[config.mk]
export PLATFORM = sky130hd
export DESIGN_NAME = mem_arbiter
export DESIGN_NICKNAME = d
export VERILOG_FILES = /design/src/rtl/mem_arbiter.sv
export SDC_FILE = /design/constraint.sdc
export NUM_CORES = 1
export LEC_CHECK = 0
export CORE_ASPECT_RATIO = 1.1
export CORE_UTILIZATION = 38
export CTS_CLUSTER_SIZE = 20
export DETAILED_ROUTE_END_ITERATION = 10
export PLACE_DENSITY = 0.73
export SYNTH_ARGS = -nofsm -noshare
export SYNTH_HDL_FRONTEND = slang
export SYNTH_SLANG_ARGS = --single-unit
[constraint.sdc]
create_clock -name clk -period 2 [get_ports clk]
set_input_delay 0.3 -clock clk [delete_from_list [all_inputs] [get_ports clk]]
set_output_delay 0.3 -clock clk [all_outputs]
set_load 0.005 [all_outputs]
[src/rtl/mem_arbiter.sv]
// mem_arbiter: shares a single-port word memory between the fetch and data requesters.
// Build with MEMARB_DPRIO_EN for fixed data priority; without it, arbitration is round robin.
module mem_arbiter #(
    parameter int DATA_WIDTH = 16,
    parameter int ADDR_WIDTH = 16,
    parameter int LATENCY    = 2
) (
    input  logic                  clk,
    input  logic                  rst_n,
    input  logic                  if_req,
    input  logic [ADDR_WIDTH-1:0] if_addr,
    output logic                  if_ack,
    output logic [DATA_WIDTH-1:0] if_rdata,
    input  logic                  d_req,
    input  logic                  d_we,
    input  logic [ADDR_WIDTH-1:0] d_addr,
    input  logic [DATA_WIDTH-1:0] d_wdata_high,
    input  logic [DATA_WIDTH-1:0] d_wdata_low,
    output logic                  d_ack,
    output logic [DATA_WIDTH-1:0] d_rdata,
    output logic [ADDR_WIDTH-1:0] mem_address,
    output logic [DATA_WIDTH-1:0] mem_wdata_high,
    output logic [DATA_WIDTH-1:0] mem_wdata_low,
    output logic                  mem_we,
    input  logic [DATA_WIDTH-1:0] mem_data_read
);
    typedef enum logic [1:0] {IDLE, BUSY, RESP} state_t;
    state_t state, state_nxt;
    logic [3:0] cnt;
    logic [ADDR_WIDTH-1:0] lat_addr;
    logic [DATA_WIDTH-1:0] lat_wh, lat_wl;
    logic lat_we, lat_d, grant_d, any_req, start, done;
    assign any_req = if_req | d_req;
    assign start   = state == IDLE && any_req;
    assign done    = state == BUSY && cnt == 4'd0;
`ifdef MEMARB_DPRIO_EN
    assign grant_d = d_req;
`else
    logic last_d;
    // On a tie the port that did not win last time is served
    assign grant_d = d_req & (~if_req | ~last_d);
    always_ff @(posedge clk or negedge rst_n)
        if (!rst_n) last_d <= 1'b0;
        else if (start) last_d <= grant_d;
`endif
    always_ff @(posedge clk or negedge rst_n)
        if (!rst_n) state <= IDLE;
        else state <= state_nxt;
    always_comb begin
        state_nxt = state;
        case (state)
            IDLE:    state_nxt = any_req ? BUSY : IDLE;
            BUSY:    state_nxt = done ? RESP : BUSY;
            default: state_nxt = IDLE;
        endcase
    end
    assign mem_address    = state == BUSY ? lat_addr : '0;
    assign mem_wdata_high = state == BUSY ? lat_wh : '0;
    assign mem_wdata_low  = state == BUSY ? lat_wl : '0;
    assign mem_we         = done & lat_we;
    always_ff @(posedge clk or negedge rst_n) begin
        if (!rst_n) begin
            cnt      <= '0;
            lat_addr <= '0;
            lat_wh   <= '0;
            lat_wl   <= '0;
            lat_we   <= 1'b0;
            lat_d    <= 1'b0;
            if_ack   <= 1'b0;
            d_ack    <= 1'b0;
            if_rdata <= '0;
            d_rdata  <= '0;
        end else begin
            if_ack <= 1'b0;
            d_ack  <= 1'b0;
            if (start) begin
                cnt      <= 4'(LATENCY - 1);
                lat_d    <= grant_d;
                lat_addr <= grant_d ? d_addr : if_addr;
                lat_wh   <= grant_d ? d_wdata_high : '0;
                lat_wl   <= grant_d ? d_wdata_low : '0;
                lat_we   <= grant_d & d_we;
            end else if (state == BUSY) begin
                if (cnt != 4'd0) cnt <= cnt - 4'd1;
                else begin
                    if_ack <= ~lat_d;
                    d_ack  <= lat_d;
                    if (!lat_d) if_rdata <= mem_data_read;
                    else if (!lat_we) d_rdata <= mem_data_read;
                end
            end
        end
    end
endmodule

==> results of run 1 <==
[path summary, 6_finish.rpt]
path                           start                 to  cells past startpoint
setup reg to reg              cnt[0]       if_rdata[13]                      6
min in group clk           d_addr[6]        lat_addr[6]                      3
max in group asynchronous      rst_n       lat_addr[10]                      3
hold / removal                 rst_n          lat_wh[1]                      2
hold reg to reg            lat_wl[5]          lat_wl[5]                      1
setup / recovery            state[1]  mem_wdata_high[5]                      5
[metal layers]
metal	track usage, %	part of all wire (%)	vias up
li1	-	-	1490
met1	23.2	43	1584
met2	32.8	50	108
met3	3.04	4.9	15
met4	10.3	2.5	0
met5	0	0	-
[registers in the layout (all words and copies together) (netlist names), 2 cells and up]
signal,count
cnt,4
d_rdata,16
if_rdata,16
lat_addr,16
lat_wh,16
lat_wl,16
state,2
[final cells by class]
cell class	instances	area share, %
Sequential cell	90	36.7
Multi-Input combinational cell	210	25.6
Timing Repair Buffer	185	31.3
Clock buffer	12	2.53
Clock inverter	4	1.20
Tap cell	120	2.45
Inverter	3	0.183
[worst max-delay path, stage by stage (launching register included)]
cell and delay, ns:
dfrtp_1 0.41, nor2b_4 0.17, buf_4 0.15, clkbuf_16 0.16
and2_1 0.13, dlygate4sd2_1 0.26
[logic make-up after synthesis]
logic type,after synthesis,share of synthesized area (%)
fa+ha+maj,1,0.319
buf+inv,26,3.25
simple gates,101,15.0
flops,90,57.4
compound gates,75,13.7
mux,33,10.3
[power by group through the flow]
stage          Combinational, mW  Sequential (mW)  Clock [mW]
6_report                    4.44             3.10        1.40
3_3_place_gp                4.42             3.08           0
3_5_place_dp                4.52             3.14           0
4_1_cts                     4.42             3.10        1.44
5_1_grt                     4.83             3.21        1.52
2_1_floorplan               2.15             3.05           0
[synth_stat cells (2+ instances only)]
| cell type | instances | area share (%) |
|---|---|---|
| inv_1 | 3 | 0.29 |
| and2_1 | 49 | 7.8 |
| clkbuf_1 | 12 | 1.1 |
| nor3_4 | 2 | 0.83 |
| a31oi_1 | 16 | 2.6 |
| dfrtp_1 | 90 | 57 |
| and3_1 | 2 | 0.32 |
| mux2_2 | 24 | 6.9 |
| nor3_1 | 4 | 0.51 |
| mux2_4 | 9 | 3.4 |
| a21oi_1 | 19 | 2.4 |
| nand2_1 | 35 | 3.3 |
| a22o_1 | 34 | 7.6 |
| buf_2 | 8 | 1.0 |
[what timing repair did]
action                     4_1_cts  5_1_grt
hold buffers                     1        0
gates resized for setup         25       30
hold endpoints to repair        27        0
setup buffers                    0        2
cloned                           0        1
setup endpoints to repair       49       27
==> flow_metrics.py, run 1 <==
metrics = {
    "worst_setup_path": {
        "cp.arrival_ns": 1.65,
        "worst-path-max-fanout": 20,
        "crit_path_start_kind": "register",
        "worst-setup-path-type": "reg -> out",
        "r2r_slack_ns": 0.11,
        "required_ns": 1.70,
        "end_kind": "primary output",
    },
    "timing": {
        "setup_viol": 0,
        "setup_ws_ns": 0.0548,
        "skew_ns": 0.00868,
        "period_share_pct": 97.3,
        "period_minus_slack_ns": 1.95,
        "slew_headroom_pct": 57.6,
        "max_freq_mhz": 514,
        "worst_pin_slew_ns": 0.636,
        "hold_slack_ns": 0.401,
        "slew_viol_final": 0,
        "fin_tns_setup_ns": 0,
        "final_hold_viol_count": 0,
    },
    "place": {
        "dp.cells": 604,
        "dpl.hpwl_um": 7070,
        "place.gp.congestion": 0.806,
        "placed_area_sq_um": 5800,
        "port_buffers": 167,
        "dp_slack_ns": 0.0473,
    },
    "detailed_routing": {
        "via_per_inst": 5.12,
        "ant_nets": 0,
        "wl_per_cell_um": 16.0,
        "drt_iter0_drc": 138,
        "wirelength_um": 10000,
        "dr_total_vias": 3197,
        "drc": 0,
        "first_pass_iters": 4,
    },
    "pwr": {
        "cellInternalPower_mw": 6.12,
        "power_per_cell_area_nw_per_um2": 1460,
        "p_seq_share_pct": 34.7,
        "pwr-share-clk_pct": 15.7,
        "power_mw": 8.93,
        "ir_drop_mv": 0.638,
        "combPwrFrac_pct": 49.7,
        "sw_frac_of_total_pct": 31.5,
        "power_switching_mw": 2.82,
        "leakage_nw": 3.10,
    },
    "clock_tree": {
        "clock_latency_ns": 0.35,
        "cts_buffers": 9,
        "clk_pin_slew_ns": 0.08,
        "htreeDepth": 3,
        "clockBufferDepth": 2,
        "cts_sinks": 90,
        "cts-root-buf": "clkbuf_8",
        "cts_tree": "done",
    },
    "floorplan": {
        "die_y_um": 109,
        "fp-row-count": 38,
        "die_w_um": 98.9,
        "start_util_pct": 39.5,
        "ios": 168,
        "core_area_sq_um": 9940,
        "die_area_sq_um": 10700,
    },
    "cells_and_area": {
        "seqCellArea_sq_um": 2250,
        "multi_input_area_sq_um": 1570,
        "drive_above_1_share_pct": 15.7,
        "mostFrequentLayoutCells": "clkdlybuf4s50_1, dfrtp_1, and2_1",
        "final_area_sq_um": 6140,
        "layout.core_utilization_pct": 61.8,
        "n_antenna_cell": 0,
        "fill_cells": 826,
        "final_common_cell": "clkdlybuf4s50_1",
        "syn2layout_area_growth_pct": 56.4,
        "instances_no_fill": 624,
        "nNetsFinal": 585,
    },
    "yosys": {
        "syn-cell-area_sq_um": 3930,
        "synth-edff-count": 0,
        "ys_types": 33,
        "synth_area_per_cell_sq_um": 12.0,
        "synth.yosys.warnings": 0,
        "ys.flop_type": "dfrtp_1",
        "synthCells": 326,
        "synth-seq-cells": 90,
        "yosysSeqAreaShare_pct": 57.4,
        "async_flop_share_pct": 100,
        "synth_nets": 412,
    },
    "global_route": {
        "grt_pass1_wl_um": 15800,
        "grt.total_usage_pct": 19.1,
        "grt_pass1_vias": 3237,
        "grt.overflow.total": 0,
        "grt_start_max_net_pins": 64,
        "antenna_found_initial": 0,
    },
    "worst_hold_path": {
        "hold_path_class": "in -> async",
    },
    "job": {
        "max_cap_viol_count": 0,
    },
    "outcome": {
        "status": "completed",
    },
}
No activity file was read; power rests on OpenSTA's default activity.
==> run 2, diff against run 1 <==
- CTS_CLUSTER_SIZE: 20 -> not set
==> results of run 2 <==
Same layout as run 1: the final DEF is identical, and so are final timing and power.
==> run 3, diff against run 2 <==
- ABC_CLOCK_PERIOD_IN_PS: not set -> 2000
==> results of run 3 <==
Same layout as run 1: the final DEF is identical, and so are final timing and power.
